`src/rtl/miv_timer_sequencer.sv`:
```
// APB3 write-only master that programs, services and stops a CoreTimer instance.
// Define TIMER_SEQ_BGLOAD_EN to route period updates to BGLoad instead of Load.
module miv_timer_sequencer #(
  parameter int CNT_W   = 16,
  parameter int HOLDOFF = 1
) (
  input  logic             PCLK,
  input  logic             PRESET,
  input  logic             cfg_start,
  input  logic             cfg_stop,
  input  logic             cfg_upd,
  input  logic [31:0]      cfg_period,
  input  logic [3:0]       cfg_prescale,
  input  logic             cfg_oneshot,
  output logic             PSEL,
  output logic             PENABLE,
  output logic             PWRITE,
  output logic [2:0]       PADDR,
  output logic [31:0]      PWDATA,
  input  logic             TIMINT,
  output logic             busy,
  output logic             running,
  output logic             tick,
  output logic [CNT_W-1:0] tick_count
);

  localparam logic [2:0] A_LOAD = 3'd0;
  localparam logic [2:0] A_CTRL = 3'd2;
  localparam logic [2:0] A_PRE  = 3'd3;
  localparam logic [2:0] A_CLR  = 3'd4;
`ifdef TIMER_SEQ_BGLOAD_EN
  localparam logic [2:0] A_UPD  = 3'd7;
`else
  localparam logic [2:0] A_UPD  = 3'd0;
`endif

  typedef enum logic [3:0] {
    S_IDLE, S_PRE, S_LOAD, S_CTRL, S_RUN, S_CLR, S_HOLD, S_UPD, S_STOP
  } state_t;

  state_t      state, state_n;
  logic        acc;
  logic        is_wr;
  logic [2:0]  hold_cnt;
  logic [31:0] period_q, upd_period;
  logic [3:0]  prescale_q;
  logic        oneshot_q;
  logic        pend_stop, pend_upd;
  logic        want_stop, want_upd;

  assign is_wr     = state inside {S_PRE, S_LOAD, S_CTRL, S_CLR, S_UPD, S_STOP};
  assign want_stop = cfg_stop | pend_stop;
  assign want_upd  = cfg_upd | pend_upd;

  // acc marks the ACCESS half of a two-cycle write; every write starts in SETUP.
  always_ff @(posedge PCLK) begin
    if (PRESET) begin
      state <= S_IDLE;
      acc   <= 1'b0;
    end else begin
      state <= state_n;
      acc   <= is_wr & ~acc;
    end
  end

  always_comb begin
    state_n = state;
    case (state)
      S_IDLE: if (cfg_start) state_n = S_PRE;
      S_PRE:  if (acc) state_n = S_LOAD;
      S_LOAD: if (acc) state_n = S_CTRL;
      S_CTRL: if (acc) state_n = S_RUN;
      S_RUN: begin
        if (TIMINT)         state_n = S_CLR;
        else if (want_stop) state_n = S_STOP;
        else if (want_upd)  state_n = S_UPD;
      end
      S_CLR:  if (acc) state_n = S_HOLD;
      S_HOLD: if (hold_cnt == 3'd0) state_n = oneshot_q ? S_IDLE : S_RUN;
      S_UPD:  if (acc) state_n = S_RUN;
      S_STOP: if (acc) state_n = S_IDLE;
      default: state_n = S_IDLE;
    endcase
  end

  // Configuration capture, holdoff countdown and the interrupt counter.
  always_ff @(posedge PCLK) begin
    if (PRESET) begin
      period_q   <= '0;
      prescale_q <= '0;
      oneshot_q  <= 1'b0;
      hold_cnt   <= '0;
      tick_count <= '0;
    end else begin
      if (state == S_IDLE && cfg_start) begin
        period_q   <= cfg_period;
        prescale_q <= cfg_prescale;
        oneshot_q  <= cfg_oneshot;
      end
      if (state == S_CLR && acc) begin
        hold_cnt   <= 3'(HOLDOFF - 1);
        tick_count <= tick_count + CNT_W'(1);
      end else if (state == S_HOLD && hold_cnt != 3'd0) begin
        hold_cnt <= hold_cnt - 3'd1;
      end
    end
  end

  // One-deep stop/upd latches; a latched stop always wins over a latched upd.
  always_ff @(posedge PCLK) begin
    if (PRESET) begin
      pend_stop  <= 1'b0;
      pend_upd   <= 1'b0;
      upd_period <= '0;
    end else if (state == S_RUN) begin
      if (TIMINT) begin
        if (cfg_stop) begin
          pend_stop <= 1'b1;
          pend_upd  <= 1'b0;
        end else if (cfg_upd && !pend_stop) begin
          pend_upd   <= 1'b1;
          upd_period <= cfg_period;
        end
      end else if (want_stop) begin
        pend_stop <= 1'b0;
        pend_upd  <= 1'b0;
      end else if (want_upd) begin
        pend_upd <= 1'b0;
        if (cfg_upd) upd_period <= cfg_period;
      end
    end else if (state != S_IDLE) begin
      if (state_n == S_IDLE) begin
        pend_stop <= 1'b0;
        pend_upd  <= 1'b0;
      end else if (cfg_stop) begin
        pend_stop <= 1'b1;
        pend_upd  <= 1'b0;
      end else if (cfg_upd && !pend_stop) begin
        pend_upd   <= 1'b1;
        upd_period <= cfg_period;
      end
    end
  end

  always_comb begin
    PADDR  = '0;
    PWDATA = '0;
    case (state)
      S_PRE:  begin PADDR = A_PRE;  PWDATA = {28'b0, prescale_q}; end
      S_LOAD: begin PADDR = A_LOAD; PWDATA = period_q; end
      S_CTRL: begin PADDR = A_CTRL; PWDATA = {29'b0, oneshot_q, 2'b11}; end
      S_CLR:  begin PADDR = A_CLR;  PWDATA = '0; end
      S_UPD:  begin PADDR = A_UPD;  PWDATA = upd_period; end
      S_STOP: begin PADDR = A_CTRL; PWDATA = '0; end
      default: begin PADDR = '0; PWDATA = '0; end
    endcase
  end

  assign PSEL    = is_wr;
  assign PENABLE = acc;
  assign PWRITE  = is_wr;
  assign tick    = (state == S_CLR) && acc;
  assign busy    = (state != S_IDLE) && (state != S_RUN);
  assign running = (state == S_RUN) || (state == S_HOLD);

endmodule

```
`config.mk`:
```
export PLATFORM = sky130hd
export DESIGN_NAME = miv_timer_sequencer
export DESIGN_NICKNAME = d
export VERILOG_FILES = /design/src/rtl/miv_timer_sequencer.sv
export SDC_FILE = /design/constraint.sdc
export NUM_CORES = 1
export LEC_CHECK = 0
export ABC_AREA = 1
export CAP_MARGIN = 20
export CELL_PAD_IN_SITES_DETAIL_PLACEMENT = 1
export CELL_PAD_IN_SITES_GLOBAL_PLACEMENT = 2
export CORE_MARGIN = 3
export CORE_UTILIZATION = 27
export DETAILED_ROUTE_END_ITERATION = 16
export PLACE_DENSITY = 0.83
export SETUP_SLACK_MARGIN = 0.5
export SLEW_MARGIN = 40
export SYNTH_ARGS = -nofsm -noshare
export SYNTH_HDL_FRONTEND = slang
export SYNTH_SLANG_ARGS = --single-unit
```
`constraint.sdc`:
```
create_clock -name PCLK -period 1.9 [get_ports PCLK]
set_clock_uncertainty 0.1 [all_clocks]
set_input_delay 0.19 -clock PCLK [delete_from_list [all_inputs] [get_ports PCLK]]
set_output_delay 0.19 -clock PCLK [all_outputs]
set_load 0.03 [all_outputs]
```
-- Word level (Yosys, flattened, before mapping)
Index checks and enable logic that the tools add are counted.
- reductions and logical operators: 20
- equal/unequal tests: 15
- bitwise operators: 4
- mux-type cells: 37
- add/sub/neg operators: 2
- operators with widths (operator ; count):
    32-bit 2-to-1 mux ; 9
    32-bit one-hot mux with 4 select lines ; 1
    4-bit 2-to-1 mux ; 10
    4-bit one-hot mux with 8 select lines ; 1
    16-bit by 1-bit adder with 16-bit output (second input constant) ; 1
    4-bit by 3-bit == test with 1-bit output (second input constant) ; 4
    1-bit 2-to-1 mux ; 14
    3-bit inequality test (second input constant) ; 4
    3-bit one-hot mux with 3 select lines ; 1
    4-bit by 2-bit == test with 1-bit output (second input constant) ; 2
    4-bit zero test ; 2
    6-bit nonzero test ; 1
    2-bit OR reduction ; 3
    1-bit logical AND ; 5
    5-bit AND reduction ; 1
    4-bit by 1-bit == test with 1-bit output (second input constant) ; 1
    4-bit == test (second input constant) ; 1
    4-bit by 3-bit inequality test with 1-bit output (second input constant) ; 1
    4-bit inequality test (second input constant) ; 1
    2-bit AND reduction ; 2
    4-bit nonzero test ; 1
    3-bit zero test ; 1
    3-bit 2-to-1 mux ; 1
    3-bit nonzero test ; 1
    other kinds (8) ; 9
- word-level logic and storage cells: 88
- output and inout port bits: 57
- input bits: 43
- flip-flop bits (word level): 95

-- Depth between registers and ports, before layout
Gate-level depths: netlist (run 1).
- depth after elaboration: 9
- depth in mapped cells: 13
- mapped depth without buffers: 11

-- Least setup slack after synthesis (run 1)
OpenSTA, ideal clock, no wires.
- path type: reg-to-output
- from: reg state[3]
- to: out PWRITE
- cell stages (with the launch flop): 9
- buffers on the path: 1
- data required time: 1610 ps
- arrival time: 1807 ps
- path slack: -197 ps
- path through: dfxtp_1 -> nor2_2 -> inv_2 -> nor2_1 -> inv_1 -> nand2_1 -> nor4_1 -> inv_1 -> buf_4
- longest elaborated chain between the ends: 2
- elaborated cells on any way between the ends: 7
- those cells by class: eq/ne: 6; reduce/logical: 1
- RTL lines (element ; line ; text):
    from (decl) ; 41 ; state_t state, state_n;
    from (signal assigned) ; 61 ; state <= state_n;
    4-bit by 1-bit == test with 1-bit output, or another cell as far along ; 51 ; assign is_wr = state inside {S_PRE, S_LOAD, S_CTRL, S_CLR, S_UPD, S_STOP};
    6-bit nonzero test (*) ; 51 ;
    to (decl) ; 17 ; output logic PWRITE,
Mark *: on every way between the ends. The rest lies on a longest branch, timed or not.

-- Worst setup path in the final report (run 1)
- from: reg state[1]
- to: reg upd_period[4]
- longest elaborated chain between the ends: 7
- elaborated cells on any way between the ends: 30
- those cells by class: eq/ne: 12; mux: 12; reduce/logical: 6
- RTL lines (element ; line ; text):
    4-bit 2-to-1 mux ; 76 ; else if (want_upd) state_n = S_UPD;
    4-bit 2-to-1 mux ; 75 ; else if (want_stop) state_n = S_STOP;
    4-bit 2-to-1 mux ; 74 ; if (TIMINT) state_n = S_CLR;
    4-bit one-hot mux with 8 select lines ; 68 ; case (state)
    4-bit zero test ; 132 ; if (state_n == S_IDLE) begin
    2-bit inequality test (no source line) ; - ;
    5-bit AND reduction (no source line) ; - ;
    to (signal assigned) ; 122 ; upd_period <= cfg_period;
    to (signal assigned) ; 129 ; if (cfg_upd) upd_period <= cfg_period;
    to (signal assigned) ; 140 ; upd_period <= cfg_period;
    to (decl) ; 45 ; logic [31:0] period_q, upd_period;
Several ways; a longest one is shown, not always the timed one.
A chain may end at the register's enable or synchronous reset.

==> summary.txt, run 1 <==
========================================================================================================
Number of nets at the end of the flow                                                                934
Most common cell after layout, fill and taps aside                                          sky130_fd_sc_hd__inv_1
CP Data Required Time                                                                            2060 ps
Die extent in x                                                                                   137 um
Clock latency of the later-clocked register in the worst-skew pair                                350 ps
Multi-input gate area                                                                         3400 sq um
GRT Util Overall                                                                                   0.200
Antenna Diode Count                                                                                    0
Worst Slack Setup Final                                                                          -162 ps
Design Power                                                                                     6.70 mW
Achievable clock frequency                                                                       485 MHz
Final-layout worst hold slack                                                                     339 ps
Pre-antenna DRT Iters                                                                                  5
DRC errors left                                                                                        0
Area of the mapped netlist                                                                    4670 sq um
Commonest cells after routing, fill and taps aside                                          sky130_fd_sc_hd__inv_1 (92), sky130_fd_sc_hd__nand2_1 (87), sky130_fd_sc_hd__dfxtp_1 (84), sky130_fd_sc_hd__buf_6 (71), sky130_fd_sc_hd__nor2_1 (64)
Library cell with the largest summed area after synthesis                                   sky130_fd_sc_hd__dfxtp_1
Post-CTS clock slew at the launch and capture registers of the worst setup and hold paths          70 ps
Overall via count from detail_route                                                                 5547
TritonCTS clock tree                                                                                 yes
Crit path launch type                                                                           register
Count of placed standard cells including taps                                                       1035
Pin count of the biggest net entering global routing                                                  39
CTS Root Cell                                                                               sky130_fd_sc_hd__clkbuf_16
Die area                                                                                     18900 sq um
Worst slew margin relative to its limit                                                            0.622
Hold violation total from the final report                                                             0
Detail Placement HPWL                                                                           11000 um
Synthesized net count                                                                                749
Die height                                                                                        137 um
Post-synthesis sequential area ratio                                                               0.408
Endpoint type of the worst setup path                                                           register
DR WL/cell                                                                                       20.1 um
Unrepaired setup endpoints after global routing                                                      yes
Mean instance size in the synthesized netlist                                                 6.64 sq um
Number of synthesized register bits                                                                   95
Violation count after the first detailed-routing iteration                                           234
TritonCTS Buffers                                                                                      9
Leak Pwr                                                                                         3.72 nW
Filler Cells Inserted                                                                               1865
Yosys top cell area share                                                                          0.408
Ratio of final minimum period to clock period                                                       1.09
H-Tree Level Count                                                                                     3
Global placer's final weighted congestion                                                          0.827
Maximum fanout along the worst path                                                                    6
Layout cells sized above 1                                                                         0.461
Number of maximum-capacitance violations                                                               0
Number of I/O pins                                                                                   100
Antenna-violating nets left                                                                            0
Starting density of the core                                                                       0.278
Number of placement rows                                                                              47
Number of antenna violations at the first check in global routing                                      0
Wire length of the first global-routing pass                                                    29400 um
Setup-violating endpoint count in the final report                                                    69
Overflow left after global routing                                                                     0
Final core utilization                                                                             0.540
Failing checks                                                                              setup timing
Count of buffers from port buffering                                                                  99
Total number of yosys warnings                                                                         0
Transition time at the pin with the least slew margin                                             566 ps
Area of the placeable core                                                                   16800 sq um
Data arrival, critical path                                                                      2220 ps
Footprint of the flip-flops and latches                                                       1930 sq um
Final number of max-transition violations                                                              0
Growth of design area from synthesis to finish                                                     93.9%
Final Non-Filler Cells                                                                              1112
Final critical-path required period                                                              2060 ps
Number of cells produced by synthesis                                                                703
Final setup TNS                                                                                 -8080 ps
Number of distinct standard cells referenced by the synthesized netlist                               31
Hold/Removal Path Class                                                                           in2reg
Vias per std cell                                                                                   4.99
Via count of the first global-routing pass                                                          5602
Largest buffer count on any clock path                                                                 2
Top post-synthesis cells by area                                                            sky130_fd_sc_hd__dfxtp_1 (41%), sky130_fd_sc_hd__nand2_1 (11%), sky130_fd_sc_hd__o21ai_0 (8.6%)
Worst Path Class, Setup                                                                          reg2reg
Worst voltage drop across the vdd grid                                                          0.531 mV
# clock sinks                                                                                         95
Total power divided by cell area                                                             741 nW/um^2
Detailed-route wire length                                                                      22300 um
Outcome                                                                                     finished, violations left
========================================================================================================
## per-stage QoR
step	setup WS [ps]	instance area, sq um
2_1_floorplan	170	5230
3_3_place_gp	-169	6680
3_5_place_dp	-199	6680
4_1_cts	-125	7980
5_1_grt	-232	9050
6_report	-162	9050
## cell usage after synthesis
| cell type | number |
|---|---|
| sky130_fd_sc_hd__buf_1 | 2 |
| sky130_fd_sc_hd__nor2_1 | 100 |
| sky130_fd_sc_hd__clkbuf_1 | 24 |
| sky130_fd_sc_hd__inv_2 | 6 |
| sky130_fd_sc_hd__a21oi_1 | 55 |
| sky130_fd_sc_hd__nor2_2 | 3 |
| sky130_fd_sc_hd__dfxtp_1 | 95 |
| sky130_fd_sc_hd__inv_1 | 101 |
| sky130_fd_sc_hd__o21ai_1 | 3 |
| sky130_fd_sc_hd__nand2_2 | 2 |
| sky130_fd_sc_hd__buf_6 | 6 |
| sky130_fd_sc_hd__nand2_4 | 4 |
| sky130_fd_sc_hd__nand2_1 | 140 |
| sky130_fd_sc_hd__o221ai_1 | 3 |
| sky130_fd_sc_hd__nor2_4 | 2 |
| sky130_fd_sc_hd__nor3_2 | 1 |
| sky130_fd_sc_hd__nor4_1 | 1 |
| sky130_fd_sc_hd__nor3_1 | 6 |
| sky130_fd_sc_hd__a221oi_1 | 1 |
| sky130_fd_sc_hd__xor2_1 | 2 |
| sky130_fd_sc_hd__o21a_1 | 2 |
| sky130_fd_sc_hd__clkinv_1 | 1 |
| sky130_fd_sc_hd__nand3_1 | 21 |
| sky130_fd_sc_hd__nand4_1 | 4 |
| sky130_fd_sc_hd__a211oi_1 | 1 |
| sky130_fd_sc_hd__o22ai_1 | 28 |
| sky130_fd_sc_hd__buf_2 | 3 |
| sky130_fd_sc_hd__buf_4 | 2 |
| sky130_fd_sc_hd__ha_1 | 3 |
| sky130_fd_sc_hd__o21ai_0 | 80 |
| sky130_fd_sc_hd__nand3_2 | 1 |
## registers in the layout, summed over array words and instances (netlist names)
signal	flops
PENABLE	1
period_q	32
tick_count	16
oneshot_q	1
hold_cnt	3
pend_stop	1
pend_upd	1
upd_period	32
state	4
prescale_q	4
## worst max-delay path, cell delays in order (launching register included)
cell                        delay (ps)
sky130_fd_sc_hd__dfxtp_4           370
sky130_fd_sc_hd__buf_6             130
sky130_fd_sc_hd__nand2_4            80
sky130_fd_sc_hd__nor2_4             50
sky130_fd_sc_hd__buf_6             120
sky130_fd_sc_hd__nand2_4            60
sky130_fd_sc_hd__nand3_4            80
sky130_fd_sc_hd__nor3_4            200
sky130_fd_sc_hd__nand3_2           140
sky130_fd_sc_hd__nand2_4           140
sky130_fd_sc_hd__buf_12            160
sky130_fd_sc_hd__clkbuf_16         170
sky130_fd_sc_hd__nand2_2            50
sky130_fd_sc_hd__nand2_1            60
sky130_fd_sc_hd__nor2_1             40
## kinds of logic (layout without fill, tap and decap cells)
logic type | count (synthesis) | count (layout) | share of synthesized area
AND/OR/NAND/NOR | 285 | 285 | 0.254
AO/OA/AOI/OAI | 173 | 173 | 0.198
buffers and inverters | 145 | 334 | 0.129
flip-flops | 95 | 95 | 0.408
adder cells (fa/ha/maj) | 3 | 3 | 0.00804
XOR/XNOR | 2 | 2 | 0.00375
## layout make-up
| class | count | share of cell area |
|---|---|---|
| inverters | 108 | 0.0477 |
| well taps | 220 | 0.0304 |
| multi-input cells | 463 | 0.376 |
| flip-flops and latches | 95 | 0.213 |
| repair buffers | 211 | 0.293 |
| clock buffers | 9 | 0.0249 |
| clock inverters | 6 | 0.0148 |
## worst paths after layout
| path | start | end | slack, ps | depth (start not counted) |
|---|---|---|---|---|
| setup reg to reg | state[1]$_SDFF_PP0_ | upd_period[4]$_SDFFE_PP0P_ | -160 | 14 |
| setup / recovery | state[1]$_SDFF_PP0_ | upd_period[4]$_SDFFE_PP0P_ | -160 | 14 |
| hold reg to reg | hold_cnt[1]$_SDFFE_PP0P_ | hold_cnt[1]$_SDFFE_PP0P_ | 380 | 1 |
| hold / removal | cfg_prescale[3] | prescale_q[3]$_SDFFE_PP0P_ | 340 | 3 |
## per-layer routing
| layer | global-route usage | part of all wire |
|---|---|---|
| met5 | 0 | 0 |
| met4 | 0.0493 | 0.033 |
| met3 | 0.0464 | 0.052 |
| met2 | 0.355 | 0.52 |
| met1 | 0.242 | 0.39 |
## repair_timing
item,4_1_cts,5_1_grt
pin swaps,26,42
gates cloned,11,16
setup buffers,24,11
gates resized for setup,234,209
setup endpoints to repair,152,140
hold buffers,0,0
## power by group
part	switching [mW]	leakage, nW	internal (mW)
combinational	1.21	2.76	0.974
clock	0.850	0.175	1.41
sequential	0.0811	0.786	2.18
No activity file was read; power rests on OpenSTA's default activity.
==> inputs of run 2 (changes only) <==
--- a/config.mk
+++ b/config.mk
@@ -12,7 +12,7 @@
 export CORE_MARGIN = 3
 export CORE_UTILIZATION = 27
 export DETAILED_ROUTE_END_ITERATION = 16
-export PLACE_DENSITY = 0.83
+export PLACE_DENSITY = 0.78
 export SETUP_SLACK_MARGIN = 0.5
 export SLEW_MARGIN = 40
 export SYNTH_ARGS = -nofsm -noshare
==> run 2 against run 1 <==
Net effect: the run still ends with setup timing left; sequential share of layout area is 0.51 points lower; combinational power is 5% higher; power is 0.98% lower; worst hold slack worse by 11 ps; core utilization is 1.3 points higher; wire length is 2.1% higher; flip-flop and latch count stayed put; largest power group is now combinational logic.
==> summary.txt, run 2 (same netlist as run 1, synthesis figures left out) <==
========================================================================================================
Outcome                                                                                     finished, violations left
Failing checks                                                                              setup timing
Layout cells sized above 1                                                                         0.490   +0.0291
Starting density of the core                                                                       0.278   unchanged
Cell type group with the largest total delay on the critical path                           simple AND/OR/NAND/NOR gates
Ratio of final minimum period to clock period                                                       1.13   +0.0408
Detailed-route wire length                                                                      22800 um   +2.1%
Number of instances on the worst hold path                                                             3   unchanged
WP depth                                                                                              14   unchanged
Achievable clock frequency                                                                       467 MHz   -3.6%
Reg2reg setup slack                                                                              -240 ps   -80 ps
Final critical-path required period                                                              2140 ps   +77.6 ps
Die area                                                                                     18900 sq um   unchanged
TritonCTS Buffers                                                                                      9   unchanged
Number of maximum-capacitance violations                                                               0   unchanged
Antenna Diode Count                                                                                    0   unchanged
Global placer's final weighted congestion                                                          0.915   +11%
Leading registers by flop count                                                             period_q: 32 flops, upd_period: 32 flops, tick_count: 16 flops
Post-CTS clock slew at the launch and capture registers of the worst setup and hold paths          70 ps   about the same
Final number of max-transition violations                                                              0   unchanged
Most common cell after layout, fill and taps aside                                          sky130_fd_sc_hd__inv_1
Violation count after the first detailed-routing iteration                                           199   -15%
Pre-antenna DRT Iters                                                                                  5   unchanged
HP Start                                                                                    cfg_prescale[3]
Total power divided by cell area                                                             717 nW/um^2   -3.3%
H-Tree Level Count                                                                                     3   unchanged
DR WL/cell                                                                                       20.5 um   +2.1%
Post-cts hold buffer count                                                                             0   unchanged
Design Power                                                                                     6.64 mW   -0.98%
Number of nets at the end of the flow                                                                933   -0.11%
Pin count of the biggest net entering global routing                                                  39   unchanged
RR Startpoint                                                                               state[1]$_SDFF_PP0_
Wire length of the first global-routing pass                                                    30600 um   +4.2%
Endpoint type of the worst setup path                                                           register
# clock sinks                                                                                         95   unchanged
CTS Root Cell                                                                               sky130_fd_sc_hd__clkbuf_16
Detail Placement HPWL                                                                           11300 um   +2.7%
Commonest cells after routing, fill and taps aside                                          sky130_fd_sc_hd__inv_1 (91), sky130_fd_sc_hd__nand2_1 (89), sky130_fd_sc_hd__dfxtp_1 (85), sky130_fd_sc_hd__buf_6 (71), sky130_fd_sc_hd__nor2_1 (58)
Worst voltage drop across the vdd grid                                                          0.480 mV   -9.6%
TritonCTS clock tree                                                                                 yes
Area of the placeable core                                                                   16800 sq um   unchanged
Crit path launch type                                                                           register
CP max stage delay                                                                                370 ps   about the same
Count of placed standard cells including taps                                                       1032   -0.29%
Crit path cell chain                                                                        buf_6 > nand2_4 > nor2_2 > buf_4 > nand2_2 > nand3_4 > nor3_4 > nand3_4 > nand2_4 > buf_6 > buf_12 > buf_16 > nor2_4 > nor2_2
Transition time at the pin with the least slew margin                                             444 ps   -122 ps
Worst Slack Setup Final                                                                          -239 ps   -77.6 ps
Unrepaired setup endpoints after global routing                                                      yes
Final core utilization                                                                             0.553   +0.0128
Maximum fanout along the worst path                                                                    8   +2
Via count of the first global-routing pass                                                          5666   +1.1%
Growth of design area from synthesis to finish                                                     98.5%
Worst Path Class, Setup                                                                          reg2reg
Number of buffers and inverters on the critical path                                                   5   +1
DRC errors left                                                                                        0   unchanged
Count of buffers from port buffering                                                                  99   unchanged
Post-Place Cell Area                                                                          6640 sq um   -0.71%
Number of antenna violations at the first check in global routing                                      0   unchanged
Hold violation total from the final report                                                             0   unchanged
Leak Pwr                                                                                         3.76 nW   +1.0%
Antenna-violating nets left                                                                            0   unchanged
Vias per std cell                                                                                   4.99   about the same
Worst slew margin relative to its limit                                                            0.704   +0.0815
Number of I/O pins                                                                                   100   unchanged
Die extent in x                                                                                   137 um   unchanged
CP Data Required Time                                                                            2090 ps   +30 ps
Final Non-Filler Cells                                                                              1112   unchanged
Area of all placed cells without fillers                                                      9260 sq um   +2.4%
Largest buffer count on any clock path                                                                 2   unchanged
Overflow left after global routing                                                                     0   unchanged
Hold/Removal Path Class                                                                           in2reg
Slowest CP cell                                                                             sky130_fd_sc_hd__dfxtp_4
Capturing point of the worst reg2reg path                                                   upd_period[16]$_SDFFE_PP0P_
Number of placement rows                                                                              47   unchanged
Number of cells on the worst reg-to-reg path                                                          14   unchanged
Setup-violating endpoint count in the final report                                                   104   +51%
Hold Path Sink                                                                              prescale_q[3]$_SDFFE_PP0P_
Data arrival, critical path                                                                      2330 ps   +110 ps
Die height                                                                                        137 um   unchanged
Overall via count from detail_route                                                                 5552   +0.090%
Clock latency of the later-clocked register in the worst-skew pair                                360 ps   about the same
GRT Util Overall                                                                                   0.213   +0.0132
========================================================================================================
[run 2: how the worst max path moves through the flow]
stage                                             end                      from  slack [ps]
final                     upd_period[16]$_SDFFE_PP0P_       state[1]$_SDFF_PP0_        -240
after global routing      upd_period[16]$_SDFFE_PP0P_  hold_cnt[0]$_SDFFE_PP0P_        -290
after CTS                                  PWDATA[31]       state[1]$_SDFF_PP0_        -160
after detailed placement  upd_period[17]$_SDFFE_PP0P_                  cfg_stop        -200
after global placement    upd_period[22]$_SDFFE_PP0P_                    TIMINT        -200
after floorplan            upd_period[3]$_SDFFE_PP0P_       state[0]$_SDFF_PP0_         170
[run 2: final cells by class]
| class | instances | area [sq um] |
|---|---|---|
| fillers | 1893 | 7500 |
| multi-input cells | 463 | 3590 |
| repair buffers | 210 | 2700 |
| flip-flops and latches | 95 | 1930 |
| inverters | 108 | 439 |
| well taps | 220 | 275 |
| clock buffers | 11 | 253 |
| clock inverters | 5 | 80.1 |
[run 2: tightest hold or removal path: stages]
cell                              delay, ps
sky130_fd_sc_hd__clkdlybuf4s50_1        400
sky130_fd_sc_hd__nand3_1                100
sky130_fd_sc_hd__a21oi_2                 50
[run 2: metal layers]
metal,wire length [um],share of wire,GRT usage,vias to the layer above
li1,-,-,-,2630
met1,8990,0.39,0.248,2772
met2,12500,0.55,0.393,120
met3,827,0.036,0.0383,30
met4,546,0.024,0.0665,0
met5,0,0,0,-
[run 2: repair_timing]
item	in CTS	in global routing
setup endpoints to repair	151	144
resized for setup	254	263
setup buffers	17	24
gates cloned	15	8
pin swaps	14	53
[run 2: per-stage QoR]
step | TNS (ps) | setup WS, ps | hold WS [ps]
after floorplan | 0 | 170 | 161
after global placement | -5650 | -197 | 350
after detailed placement | -6310 | -199 | 352
after CTS | -6640 | -161 | 314
after global routing | -17810 | -294 | 338
final | -10030 | -239 | 329
[run 2: power by group]
part	switching [mW]	internal [mW]
Clock	0.870	1.23
Combinational	1.26	1.03
Sequential	0.0798	2.18
==> inputs of run 3 (changes only) <==
--- a/config.mk
+++ b/config.mk
@@ -14,7 +14,6 @@
 export DETAILED_ROUTE_END_ITERATION = 16
 export PLACE_DENSITY = 0.78
 export SETUP_SLACK_MARGIN = 0.5
-export SLEW_MARGIN = 40
 export SYNTH_ARGS = -nofsm -noshare
 export SYNTH_HDL_FRONTEND = slang
 export SYNTH_SLANG_ARGS = --single-unit
==> constraint.sdc (replaced) <==
create_clock -name PCLK -period 1.9 [get_ports PCLK]
set_clock_uncertainty 0.1 [all_clocks]
set_input_delay 0.285 -clock PCLK [delete_from_list [all_inputs] [get_ports PCLK]]
set_output_delay 0.285 -clock PCLK [all_outputs]
set_load 0.03 [all_outputs]
==> run 3 against run 2 <==
Net effect: the run still ends with setup timing left; clock power down 3%; first-iteration DRC count down 20%; non-clock buffer count down 28; via count down 5.8%; largest cell class unchanged; wire length down 18%; final cell count down 2.4%; flip-flop and latch count unchanged.
==> summary.txt, run 3 (same netlist as run 1, synthesis figures left out) <==
========================================================================================================
Internal power of the cells                                                                      4.10 mW   -7.5%
Number of instances on the worst hold path                                                             1   -2
Total net switching power                                                                        1.90 mW   -14%
Overflow left after global routing                                                                     0   unchanged
Starting density of the core                                                                       0.278   unchanged
Worst Slack Setup Final                                                                          -282 ps   -42.2 ps
Overall via count from detail_route                                                                 5230   -5.8%
CP Data Required Time                                                                            2040 ps   -50 ps
Number of maximum-capacitance violations                                                               0   unchanged
GRT Util Overall                                                                                   0.176   -0.0371
Die extent in x                                                                                   137 um   unchanged
Design Power                                                                                     6.00 mW   -9.7%
Via count of the first global-routing pass                                                          5357   -5.5%
Detail Placement HPWL                                                                           11200 um   -0.82%
Most common cell after layout, fill and taps aside                                          sky130_fd_sc_hd__nand2_1
Relative contribution of the clock network to total power                                          0.337   +0.021
Unrepaired setup endpoints after global routing                                                      yes
Count of buffers from port buffering                                                                  99   unchanged
Failing checks                                                                              setup timing
Pin count of the biggest net entering global routing                                                  47   +21%
Number of I/O pins                                                                                   100   unchanged
DR WL/cell                                                                                       17.3 um   -16%
Commonest cells after routing, fill and taps aside                                          sky130_fd_sc_hd__nand2_1 (104), sky130_fd_sc_hd__inv_1 (92), sky130_fd_sc_hd__nor2_1 (82), sky130_fd_sc_hd__dfxtp_1 (82), sky130_fd_sc_hd__buf_6 (64)
Maximum fanout along the worst path                                                                    8   unchanged
TritonCTS Buffers                                                                                      9   unchanged
Final number of max-transition violations                                                              0   unchanged
Filler Cells Inserted                                                                               1957   +3.4%
Switching share of power                                                                           0.317   -0.0161
Crit path cell chain                                                                        buf_6 > buf_6 > nor2_2 > nand3_2 > buf_6 > o21ai_2 > nor2_2 > nand3_4 > nand2_4 > clkbuf_16 > nor2_1 > nor2_1
Met2 track utilization from global routing                                                         0.316   -0.0775
Transition time at the pin with the least slew margin                                             457 ps   +13.0 ps
Wire length of the first global-routing pass                                                    26300 um   -14%
Outcome                                                                                     finished, violations left
Achievable clock frequency                                                                       458 MHz   -1.9%
Vias per std cell                                                                                   4.82   -3.5%
Largest buffer count on any clock path                                                                 2   unchanged
Layout cells sized above 1                                                                         0.380   -0.110
Final setup TNS                                                                                -13720 ps   -3690 ps
Hold/Removal Path Class                                                                          reg2reg
CTS Root Cell                                                                               sky130_fd_sc_hd__clkbuf_16
Post-CTS clock slew at the launch and capture registers of the worst setup and hold paths          80 ps   about the same
Leak Pwr                                                                                         3.42 nW   -9.0%
Grt peak-use layer                                                                                  met2
Total power divided by cell area                                                             729 nW/um^2   +1.7%
Worst slew margin relative to its limit                                                            0.693   -0.0106
Growth of design area from synthesis to finish                                                     76.3%
Part of the power in combinational logic                                                           0.288   -0.057
Part of the power in registers                                                                     0.375   +0.035
Hold violation total from the final report                                                             0   unchanged
Number of nets at the end of the flow                                                                906   -2.9%
Number of cells on the worst reg-to-reg path                                                          12   -2
Fraction of met1 tracks used by global routing                                                     0.206   -0.0412
Area of the placeable core                                                                   16800 sq um   unchanged
Die height                                                                                        137 um   unchanged
Die area                                                                                     18900 sq um   unchanged
# clock sinks                                                                                         95   unchanged
Detailed-route wire length                                                                      18800 um   -18%
Leading registers by flop count                                                             period_q: 32 flops, upd_period: 32 flops, tick_count: 16 flops
Data arrival, critical path                                                                      2320 ps   about the same
H-Tree Level Count                                                                                     3   unchanged
Violation count after the first detailed-routing iteration                                           159   -20%
Antenna-violating nets left                                                                            0   unchanged
Number of placement rows                                                                              47   unchanged
Final critical-path required period                                                              2180 ps   +42.2 ps
TritonCTS clock tree                                                                                 yes
Ratio of final minimum period to clock period                                                       1.15   +0.0222
Worst voltage drop across the vdd grid                                                          0.445 mV   -7.3%
Clock latency of the later-clocked register in the worst-skew pair                                350 ps   about the same
DRC errors left                                                                                        0   unchanged
Worst Path Class, Setup                                                                          reg2reg
Slowest CP cell                                                                             sky130_fd_sc_hd__dfxtp_4
Setup-violating endpoint count in the final report                                                    75   -28%
Final-layout worst hold slack                                                                     372 ps   +43.4 ps
Antenna Diode Count                                                                                    0   unchanged
Crit path launch type                                                                           register
CP max stage delay                                                                                380 ps   about the same
Global placer's final weighted congestion                                                          0.839   -8.3%
Pre-antenna DRT Iters                                                                                  6   +1
Met3 capacity usage during global routing                                                         0.0358   -0.00256
Endpoint type of the worst setup path                                                           register
Number of antenna violations at the first check in global routing                                      0   unchanged
Cell occurring most often along the worst timing path                                       sky130_fd_sc_hd__buf_6
========================================================================================================
## run 3: changes by cell type in the layout (fill, tap and decap cells not counted), moves of 15 or more
cell	previous run	this run
sky130_fd_sc_hd__a21oi_1	28	44
sky130_fd_sc_hd__a21oi_2	27	11
sky130_fd_sc_hd__nand2_1	89	104
sky130_fd_sc_hd__nor2_1	58	82
sky130_fd_sc_hd__nor2_2	23	7
sky130_fd_sc_hd__o21ai_4	16	1
sky130_fd_sc_hd__o21ai_0	36	61
## run 3: repair_timing
item                                    CTS  global route
pin swaps                                27            37
resized for setup                       186           162
endpoints found under the setup margin  150           142
buffers inserted                         16            16
gates cloned                              2            11
hold buffers                              0             0
## run 3: path summary, 6_finish.rpt
check	startpoint	end	slack, ps
max reg2reg	state[1]$_SDFF_PP0_	upd_period[20]$_SDFFE_PP0P_	-280
max	state[1]$_SDFF_PP0_	upd_period[20]$_SDFFE_PP0P_	-280
min reg2reg	hold_cnt[1]$_SDFFE_PP0P_	hold_cnt[1]$_SDFFE_PP0P_	370
min	hold_cnt[1]$_SDFFE_PP0P_	hold_cnt[1]$_SDFFE_PP0P_	370
## run 3: critical path: cells and delay by family, from the launching register on
family	cells	cell delay, ps
flops	1	380
simple gates	7	800
compound gates	1	200
buf+inv	4	580
## run 3: metrics by stage
stage / cells / utilization / cell area (sq um) / setup slack (ps)
4_1_cts: 1058 / 0.437 / 7320 / -232
6_report: 1085 / 0.491 / 8230 / -282
5_1_grt: 1085 / 0.491 / 8230 / -379
3_3_place_gp: 1024 / 0.395 / 6620 / -303
2_1_floorplan: 703 / - / 5240 / 151
3_5_place_dp: 1024 / 0.395 / 6620 / -377
## run 3: power by group through the flow
stage | Clock [mW] | Combinational [mW] | Sequential [mW]
floorplan | 0 | 0.867 | 2.27
global placement | 0 | 1.21 | 2.29
detailed placement | 0 | 1.26 | 2.29
CTS | 2.07 | 1.38 | 2.25
global route | 2.17 | 1.89 | 2.27
finish | 2.02 | 1.72 | 2.25
## run 3: area by class of cell
| class | instances | area, sq um | area share |
|---|---|---|---|
| Timing Repair Buffer | 182 | 2100 | 0.255 |
| Multi-Input combinational cell | 464 | 3170 | 0.385 |
| Sequential cell | 95 | 1930 | 0.235 |
| Clock inverter | 6 | 83.8 | 0.0102 |
| Tap cell | 220 | 275 | 0.0335 |
| Inverter | 108 | 437 | 0.0531 |
| Clock buffer | 10 | 239 | 0.0290 |
## run 3: layer usage
layer | wire [um] | share of wire
met5 | 0 | 0
met4 | 365 | 0.019
met3 | 711 | 0.038
met2 | 9940 | 0.53
met1 | 7770 | 0.41
